<file path="src/rtl/approx_pkg.sv">
// Shared definitions for the approximate-adder error monitors.
package approx_pkg;

  // Default operand / sum width of the monitored adders.
  localparam int N_DEF     = 16;
  // Default width of sample counters and batch length.
  localparam int CNT_W_DEF = 16;
  // Default width of the saturating error-distance accumulator.
  localparam int ACC_W_DEF = 32;
  // Guard bits added to N for the signed difference exact - approx.
  localparam int ED_GUARD  = 1;

  typedef enum logic [1:0] {
    IDLE  = 2'd0,
    RUN   = 2'd1,
    DRAIN = 2'd2,
    DONE  = 2'd3
  } state_t;

  // Width of the signed difference used to form the error distance.
  function automatic int ed_diff_w(input int n);
    return n + ED_GUARD;
  endfunction

endpackage

</file>
<file path="src/rtl/err_distance.sv">
// Two-stage datapath: S1 registers the exact N-bit sum and the approximate
// sum, S2 registers |exact - approx| and the error flag.
module err_distance
  import approx_pkg::*;
#(
  parameter int N = N_DEF
) (
  input  logic         clk,
  input  logic         rst_n,
  input  logic         in_valid,
  input  logic [N-1:0] a,
  input  logic [N-1:0] b,
  input  logic [N-1:0] approx_sum,
  output logic         s1_valid,
  output logic         s2_valid,
  output logic [N-1:0] ed,
  output logic         err
);

  localparam int DW = ed_diff_w(N);

  logic [N-1:0]         s1_exact;
  logic [N-1:0]         s1_approx;
  logic signed [DW-1:0] diff;
  logic [N-1:0]         diff_lo;
  logic [N-1:0]         mag;

  // Signed difference; the magnitude always fits in N bits, so the sign bit
  // only selects between the low bits and their two's complement.
  always_comb begin
    diff    = $signed({1'b0, s1_exact}) - $signed({1'b0, s1_approx});
    diff_lo = diff[N-1:0];
    mag     = diff[DW-1] ? (~diff_lo + N'(1)) : diff_lo;
  end

  // S1: exact sum with the carry-out dropped, alongside the approximate sum.
  always_ff @(posedge clk) begin
    if (!rst_n) begin
      s1_valid  <= 1'b0;
      s1_exact  <= '0;
      s1_approx <= '0;
    end else begin
      s1_valid <= in_valid;
      if (in_valid) begin
        s1_exact  <= a + b;
        s1_approx <= approx_sum;
      end
    end
  end

  // S2: error distance and error flag.
  always_ff @(posedge clk) begin
    if (!rst_n) begin
      s2_valid <= 1'b0;
      ed       <= '0;
      err      <= 1'b0;
    end else begin
      s2_valid <= s1_valid;
      if (s1_valid) begin
        ed  <= mag;
        err <= |mag;
      end
    end
  end

endmodule

</file>
<file path="src/rtl/approx_err_monitor.sv">
// Batch error-metric collector for approximate adders: counts erroneous
// samples, sums error distances (saturating) and tracks the largest one.
//
// state | meaning
// IDLE  | waiting for start, no batch yet
// RUN   | accepting samples until num_samples have been taken
// DRAIN | flushing the two-stage pipeline into the accumulators
// DONE  | results stable; start launches a new batch
module approx_err_monitor
  import approx_pkg::*;
#(
  parameter int N     = N_DEF,
  parameter int CNT_W = CNT_W_DEF,
  parameter int ACC_W = ACC_W_DEF
) (
  input  logic             clk,
  input  logic             rst_n,
  input  logic             start,
  input  logic [CNT_W-1:0] num_samples,
  input  logic             in_valid,
  output logic             in_ready,
  input  logic [N-1:0]     a,
  input  logic [N-1:0]     b,
  input  logic [N-1:0]     approx_sum,
  output logic             busy,
  output logic             done,
  output logic [CNT_W-1:0] sample_count,
  output logic [CNT_W-1:0] err_count,
  output logic [ACC_W-1:0] ed_sum,
  output logic [N-1:0]     ed_max
);

  state_t           state;
  logic [CNT_W-1:0] num_lat;
  logic [CNT_W-1:0] acc_cnt;
  logic             accept;
  logic             s1_valid;
  logic             s2_valid;
  logic [N-1:0]     ed;
  logic             err;
  logic [ACC_W:0]   sum_ext;
  logic [ACC_W-1:0] sum_sat;

  assign accept = in_valid && in_ready;

  err_distance #(.N(N)) u_err_distance (
    .clk        (clk),
    .rst_n      (rst_n),
    .in_valid   (accept),
    .a          (a),
    .b          (b),
    .approx_sum (approx_sum),
    .s1_valid   (s1_valid),
    .s2_valid   (s2_valid),
    .ed         (ed),
    .err        (err)
  );

  // One extra bit catches the carry so the accumulator clamps instead of wrapping.
  always_comb begin
    sum_ext = {1'b0, ed_sum} + {{(ACC_W + 1 - N){1'b0}}, ed};
    sum_sat = sum_ext[ACC_W] ? {ACC_W{1'b1}} : sum_ext[ACC_W-1:0];
  end

  // Batch FSM with registered handshake/status outputs and the accumulators.
  always_ff @(posedge clk) begin
    if (!rst_n) begin
      state        <= IDLE;
      num_lat      <= '0;
      acc_cnt      <= '0;
      in_ready     <= 1'b0;
      busy         <= 1'b0;
      done         <= 1'b0;
      sample_count <= '0;
      err_count    <= '0;
      ed_sum       <= '0;
      ed_max       <= '0;
    end else begin
      if (s2_valid) begin
        sample_count <= sample_count + CNT_W'(1);
        err_count    <= err_count + CNT_W'(err);
        ed_sum       <= sum_sat;
        if (ed > ed_max) ed_max <= ed;
      end
      case (state)
        IDLE, DONE: begin
          if (start) begin
            num_lat      <= num_samples;
            acc_cnt      <= '0;
            sample_count <= '0;
            err_count    <= '0;
            ed_sum       <= '0;
            ed_max       <= '0;
            if (num_samples == '0) begin
              state    <= DONE;
              in_ready <= 1'b0;
              busy     <= 1'b0;
              done     <= 1'b1;
            end else begin
              state    <= RUN;
              in_ready <= 1'b1;
              busy     <= 1'b1;
              done     <= 1'b0;
            end
          end
        end
        RUN: begin
          if (accept) begin
            acc_cnt <= acc_cnt + CNT_W'(1);
            if (acc_cnt + CNT_W'(1) == num_lat) begin
              in_ready <= 1'b0;
              state    <= DRAIN;
            end
          end
        end
        DRAIN: begin
          if (!s1_valid && !s2_valid) begin
            state <= DONE;
            busy  <= 1'b0;
            done  <= 1'b1;
          end
        end
        default: state <= IDLE;
      endcase
    end
  end

endmodule
</file>
<file path="config.mk">
export PLATFORM = sky130hd
export DESIGN_NAME = approx_err_monitor
export DESIGN_NICKNAME = d
export VERILOG_FILES = /design/src/rtl/approx_pkg.sv /design/src/rtl/err_distance.sv /design/src/rtl/approx_err_monitor.sv
export SDC_FILE = /design/constraint.sdc
export NUM_CORES = 1
export LEC_CHECK = 0
export BUFFER_PORTS_ARGS = -buffer_cell sky130_fd_sc_hd__buf_2
export CAP_MARGIN = 20
export CORE_UTILIZATION = 30
export CTS_CLUSTER_DIAMETER = 150
export DETAILED_ROUTE_END_ITERATION = 10
export GPL_TIMING_DRIVEN = 0
export PLACE_DENSITY = 0.56
export SYNTH_ARGS = -nofsm -noshare
export SYNTH_HDL_FRONTEND = slang
export SYNTH_SLANG_ARGS = --single-unit
</file>
<file path="constraint.sdc">
create_clock -name clk -period 3.92 [get_ports clk]
set_input_delay 0.392 -clock clk [delete_from_list [all_inputs] [get_ports clk]]
set_output_delay 0.392 -clock clk [all_outputs]
set_load 0.02 [all_outputs]
</file>
==> results of run 1 <==
flip-flops by register name (all words and copies together), names as in the netlist, 16 cells and up:
register                  flops
u_err_distance.s1_exact      16
sample_count                 16
err_count                    16
acc_cnt                      16
ed_max                       16
u_err_distance.s1_approx     16
ed_sum                       32
num_lat                      16
u_err_distance.ed            16
routing by layer:
metal / track usage [%] / up-vias / part of all wire, % / routed length [um]
met2: 26.3 / 202 / 45 / 12300
li1: - / 4630 / - / -
met5: 0 / - / 0 / 0
met4: 4.73 / 0 / 1.5 / 393
met3: 2.39 / 21 / 4.4 / 1180
met1: 21.7 / 4122 / 49 / 13200
layout make-up:
cell class	instances	area, sq um	area share (%)
multi-input combinational	951	6260	52.5
timing repair buffer	149	746	6.25
clock inverter	14	171	1.44
clock buffer	18	429	3.60
tap	442	553	4.64
sequential	168	3360	28.2
buffer	46	181	1.52
inverter	60	225	1.89
Yosys cell counts, types with 3 or more instances:
library cell and number:
buf_1 5, nand2b_1 11, nor3_1 33, xor2_1 54
a21oi_1 75, nand3_1 32, or3_1 15, o21ai_0 68
a311oi_1 3, dfxtp_1 168, ha_1 73, o31ai_1 6
or2_2 4, and3_1 17, nor2_1 104, o21a_1 15
a31o_2 4, and4_1 4, a21boi_0 29, nor2b_1 23
a21o_1 14, a211oi_1 18, fa_1 3, nand4b_1 3
nor4_1 6, nand2_1 145, and2_1 17, nor3b_1 6
mux2i_1 25, nand4_1 16, clkbuf_1 39, xnor2_1 52
inv_1 59, a31oi_1 26
cell families (layout without fill, tap and decap cells):
kind of cell,Yosys count,after routing
buf+inv,106,287
compound gates,297,297
fa+ha+maj,76,76
simple gates,446,446
mux,25,25
xor+xnor,107,107
flops,168,168
worst max-delay path by stage:
stage                               startpoint                  to  slack [ns]  depth (start not counted)
finish              u_err_distance.s1_exact[0]  u_err_distance.err        0.25                         14
global route        u_err_distance.s1_exact[0]  u_err_distance.err        0.05                         14
CTS                 u_err_distance.s1_exact[0]  u_err_distance.err        0.25                         13
detailed placement  u_err_distance.s1_exact[0]  u_err_distance.err        0.26                         14
global placement    u_err_distance.s1_exact[0]  u_err_distance.err        0.29                         13
floorplan           u_err_distance.s1_exact[0]  u_err_distance.err        0.76                         14
power groups by stage:
stage               combinational (W)  sequential [W]  clock [W]
finish                        0.00304         0.00198    0.00177
CTS                           0.00306         0.00198    0.00181
detailed placement            0.00305         0.00202          0
global placement              0.00303         0.00202          0
floorplan                     0.00234         0.00199          0
global route                  0.00342         0.00200    0.00189
per-stage QoR:
step           power [W]  hold slack [ns]  worst slack, ns
3_5_place_dp     0.00507            0.448            0.256
5_1_grt          0.00731            0.200           0.0523
3_3_place_gp     0.00504            0.445            0.288
6_report         0.00679            0.197            0.250
2_1_floorplan    0.00433            0.436            0.756
4_1_cts          0.00686            0.183            0.249
worst max-delay path: stages (launching register included):
cell and delay (ns):
dfxtp_1 0.32, inv_1 0.05, ha_1 0.16, inv_1 0.06, fa_1 0.47, a211oi_2 0.28, o21ai_2 0.16, a221o_1 0.40
a21oi_2 0.17, xor2_1 0.30, nand2b_1 0.15, o41a_1 0.45, xnor2_1 0.20, and4bb_1 0.27, a31oi_1 0.09
what timing repair did:
item	CTS	global route
buffers inserted	0	0
setup endpoints to repair	0	1
resized for setup	0	1
==> flow_summary_export.csv, run 1 <==
group,metric,value,unit
synthesis,synth_nets,1369,
worst_hold_path,min_from,"approx_sum[0]",
run_status,outcome,"finished, final reports clean",
clock_network,cts_sinks,168,
clock_network,cts_buffers,17,
timing,tightest_slew,0.934,ns
floorplanning,dieHeight,185,um
detailed_routing,wirelength,27000,um
synthesis,ys.flop_type,"dfxtp_1",
power,powerDensity,569,nW/um^2
timing,fin_setup_tns,0,ns
synthesis,avgSynthCellArea,8.18,sq um
floorplanning,ios,151,
placed_design,dpl-instance-area,11300,sq um
power,clkPwrFrac,26.1,%
critical_path,r2r_cells,14,
clock_network,cts.clk_slew.worst_paths,0.07,ns
timing,finalMaxSlewViolations,0,
synthesis,synth_fa_ha_area_share,9.71,%
critical_path,end_kind,"register",
cells_and_area,antennaDiodeCount,0,
power,netSwitchingPower,0.00271,W
cells_and_area,final_util,36.5,%
clock_network,root_buffer,"clkbuf_16",
critical_path,r2r-start,"u_err_distance.s1_exact[0]",
timing,slew_headroom,37.2,%
timing,max_clock_freq,0.272,GHz
synthesis,netlist_instances,1225,
cells_and_area,final_area,11900,sq um
floorplanning,die_w,185,um
clock_network,worstSkewPairLatency,0.43,ns
grt,grt_pass1_vias,8388,
clock_network,cts_tree,"done",
synthesis,synth-edff-count,0,
placed_design,gp_congestion,0.818,
cells_and_area,fill_cells,3489,
clock_network,htree_levels,4,
run,drv_cap,0,
synthesis,synth-simple-area-share,21.3,%
floorplanning,fp.dieArea,34100,sq um
detailed_routing,drc,0,
synthesis,synthMuxAreaShare,2.50,%
synthesis,synth_top_area_share,33.6,%
power,irDropWorstVdd,281,uV
critical_path,worstSetupPathType,"reg -> reg",
critical_path,crit_arrival,3.97,ns
placed_design,io_buffers,149,
cells_and_area,layout_common_cells,"168 x dfxtp_1, 150 x buf_2, 145 x nand2_1, 104 x nor2_1, 75 x a21oi_1",
synthesis,synth_top_cell_by_area,"dfxtp_1",
critical_path,crit_fanout,4,
synthesis,synthTopCellsByArea,"dfxtp_1 34%, ha_1 9.1%, nand2_1 5.4%, xor2_1 4.7%, xnor2_1 4.5%",
synthesis,async_reset_ff_share,0,%
cells_and_area,final_common_cell,"dfxtp_1",
worst_hold_path,holdPathEnd,"u_err_distance.s1_approx[0]",
synthesis,synth_seq_area_share,33.6,%
cells_and_area,area_growth,19.0,%
timing,hold_violations,0,
power,combinationalPowerShare,44.8,%
floorplanning,coreArea,32700,sq um
detailed_routing,wl_per_cell,14.6,um
critical_path,r2r_slack,0.25,ns
synthesis,synth_compound_gate_area_share,19.4,%
placed_design,hpwl,21200,um
grt,grt_pass1_wl,43500,um
synthesis,synth_area,10000,sq um
cells_and_area,fin_cells,1848,
cells_and_area,layout-drive-gt1-share,14.4,%
synthesis,synth_xor_area_share,9.49,%
detailed_routing,drtIter0Drc,351,
synthesis,synth_top_family_by_area,"simple AND/OR/NAND/NOR gates",
synthesis,synth.distinct_cells,76,
grt,grt.total_usage,16.1,%
power,pwr-share-seq,29.1,%
power,switching_share,39.9,%
worst_hold_path,hold_path.class,"in -> reg",
critical_path,timing.rr.end,"u_err_distance.err",
placed_design,dpl.cell_count,1816,
worst_hold_path,holdPathStages,3,
synthesis,synth.yosys.warnings,0,
timing,post-route-period-util,93.6,%
detailed_routing,via_per_inst,4.86,
clock_network,cts_hold_buf,0,
timing,finalCriticalPeriod,3.67,ns
cells_and_area,nets,1537,
grt,grt_max_degree,17,
detailed_routing,vias,8975,
critical_path,critPathRequiredTime,4.22,ns
floorplanning,initial_core_util,30.6,%
floorplanning,rows,66,
detailed_routing,drt-pass1-iter-count,5,
synthesis,ys_seq_elements,168,
power,leakagePower,4.75,nW
detailed_routing,antenna_left,0,
grt,overflow,0,
timing,setup_viol,0,
timing,skew,0.0122,ns
clock_network,clk_path_buf_depth,2,
power,intPower,0.00408,W
critical_path,start_kind,"register",
grt,antenna_found_initial,0,
timing,rsz0062_at_grt,"no",
(Power assumes the default switching activity.)
==> inputs of run 2 (changes only) <==
Settings changed: CORE_ASPECT_RATIO from default to 0.5.
==> run 2 against run 1 <==
The flow now finishes with violations (DRC). Sequential power hardly changed. Clock power is 3% lower. Maximum frequency is 1.2% lower. Power is 0.59% higher. Flip-flop and latch count stayed put. Routed wire length is 0.54% higher. Worst hold slack worse by 0.019 ns.
==> flow_summary_export.csv, run 2 (same netlist as run 1, synthesis figures left out) <==
group,metric,value,unit
critical_path,critPathRequiredTime,4.25,ns
placed_design,gp_congestion,0.831,
clock_network,worstSkewPairLatency,0.45,ns
cells_and_area,layout-drive-gt1-share,14.4,%
grt,grt_max_degree,17,
clock_network,cts_buffers,17,
critical_path,crit_fanout,4,
grt,grt_pass1_wl,44000,um
run,drv_cap,0,
cells_and_area,fill_cells,3470,
run_status,outcome,"finished, violations left",
clock_network,cts_setup_buffers,0,
critical_path,cpMostUsedCell,"inv_1",
clock_network,root_buffer,"clkbuf_16",
cells_and_area,largest_reg_flops,32,
timing,finalCriticalPeriod,3.72,ns
grt,grt.total_usage,16.2,%
floorplanning,coreArea,32300,sq um
detailed_routing,wirelength,27200,um
timing,hold_violations,0,
cells_and_area,nets,1537,
detailed_routing,vias,8856,
power,pwr-share-seq,28.9,%
timing,skew,0.00871,ns
clock_network,clk_path_buf_depth,2,
critical_path,worstSetupPathType,"reg -> reg",
power,irDropWorstVdd,316,uV
grt,overflow,0,
timing,post-route-period-util,94.8,%
power,netSwitchingPower,0.00275,W
cells_and_area,final_common_cell,"dfxtp_1",
critical_path,crit_family,"compound AO/OA/AOI/OAI gates",
cells_and_area,fin_cells,1838,
placed_design,hpwl,21400,um
cells_and_area,area_growth,18.9,%
clock_network,htree_levels,4,
timing,tightest_slew,0.853,ns
timing,fin_setup_tns,0,ns
timing,finalMaxSlewViolations,0,
detailed_routing,drc,12,
clock_network,cts_hold_buf,0,
clock_network,cts_tree,"done",
critical_path,max_stage_delay,0.48,ns
power,intPower,0.00408,W
grt,antenna_found_initial,0,
floorplanning,rows,46,
floorplanning,dieHeight,131,um
floorplanning,fp.dieArea,34200,sq um
critical_path,end_kind,"register",
run_status,violations,"DRC",
cells_and_area,antennaDiodeCount,0,
clock_network,cts_resized,0,
power,clkPwrFrac,25.1,%
power,switching_share,40.2,%
timing,setup_viol,0,
floorplanning,ios,151,
critical_path,crit_buf_inv,2,
power,powerDensity,573,nW/um^2
detailed_routing,antenna_left,0,
cells_and_area,layout_common_cells,"168 x dfxtp_1, 150 x buf_2, 145 x nand2_1, 104 x nor2_1, 75 x a21oi_1",
timing,layout_setup_ws,0.204,ns
clock_network,cts_sinks,168,
placed_design,dpl.cell_count,1806,
timing,slew_headroom,42.7,%
placed_design,post-place-ws,0.177,ns
worst_hold_path,hold_path.class,"in -> reg",
detailed_routing,drtIter0Drc,532,
critical_path,worstPathCellList,"inv_1 -> ha_1 -> inv_1 -> fa_1 -> a211oi_2 -> o21ai_2 -> a221o_1 -> a21oi_2 -> xor2_1 -> nand2b_1 -> o41a_1 -> xnor2_1 -> and4bb_1 -> a31oi_1",
power,leakagePower,4.76,nW
clock_network,cts.clk_slew.worst_paths,0.07,ns
detailed_routing,wl_per_cell,14.8,um
power,total_power,0.00683,W
timing,rsz0062_at_grt,"no",
floorplanning,initial_core_util,31.0,%
timing,max_clock_freq,0.269,GHz
power,combinationalPowerShare,46.1,%
floorplanning,die_w,260,um
placed_design,io_buffers,149,
critical_path,slowest_stage,"fa_1",
cells_and_area,regMostFlops,"ed_sum",
detailed_routing,drt-pass1-iter-count,8,
grt,grt_pass1_vias,8207,
critical_path,start_kind,"register",
critical_path,crit_arrival,4.04,ns
detailed_routing,via_per_inst,4.82,
==> run 2: power groups by stage <==
stage,clock network (W),logic (W),registers [W]
detailed placement,0,0.00311,0.00201
finish,0.00171,0.00315,0.00197
CTS,0.00177,0.00312,0.00197
global placement,0,0.00311,0.00201
floorplan,0,0.00234,0.00199
global route,0.00183,0.00351,0.00199
==> run 2: area by class of cell <==
type                            count  area, sq um  area share, %
Clock inverter                     10          118          0.987
Sequential cell                   168         3360           28.2
Tap cell                          432          541           4.54
Timing Repair Buffer              149          746           6.26
Inverter                           60          225           1.89
Multi-Input combinational cell    951         6270           52.6
Buffer                             46          181           1.52
Clock buffer                       22          474           3.98
==> run 2: final timing paths <==
| path | start | end | slack [ns] | depth (start not counted) |
|---|---|---|---|---|
| hold / removal | approx_sum[2] | u_err_distance.s1_approx[2] | 0.18 | 3 |
| hold reg to reg | u_err_distance.s1_approx[3] | u_err_distance.s1_approx[3] | 0.46 | 2 |
| setup / recovery | u_err_distance.s1_exact[0] | u_err_distance.err | 0.20 | 14 |
| setup reg to reg | u_err_distance.s1_exact[0] | u_err_distance.err | 0.20 | 14 |
==> run 2: metrics by stage <==
step | util [%] | instance area (sq um) | hold WS, ns
global placement | 35.0 | 11300 | 0.445
floorplan | - | 10000 | 0.436
CTS | 36.9 | 11900 | 0.152
detailed placement | 35.0 | 11300 | 0.447
global route | 36.9 | 11900 | 0.173
finish | 36.9 | 11900 | 0.177
==> run 2: worst register-to-register path: stages (launching register included) <==
cell	delay, ns
dfxtp_1	0.31
inv_1	0.09
ha_1	0.18
inv_1	0.06
fa_1	0.48
a211oi_2	0.27
o21ai_2	0.15
a221o_1	0.38
a21oi_2	0.17
xor2_1	0.30
nand2b_1	0.15
o41a_1	0.45
xnor2_1	0.28
and4bb_1	0.25
a31oi_1	0.08
==> run 2: routing by layer <==
layer  vias to the layer above  GRT usage [%]  share of wire [%]
li1                       4641              -                  -
met1                      4063           23.0                 51
met2                       127           24.8                 44
met3                        25           2.74                3.3
met4                         0           5.17                1.3
met5                         -              0                  0
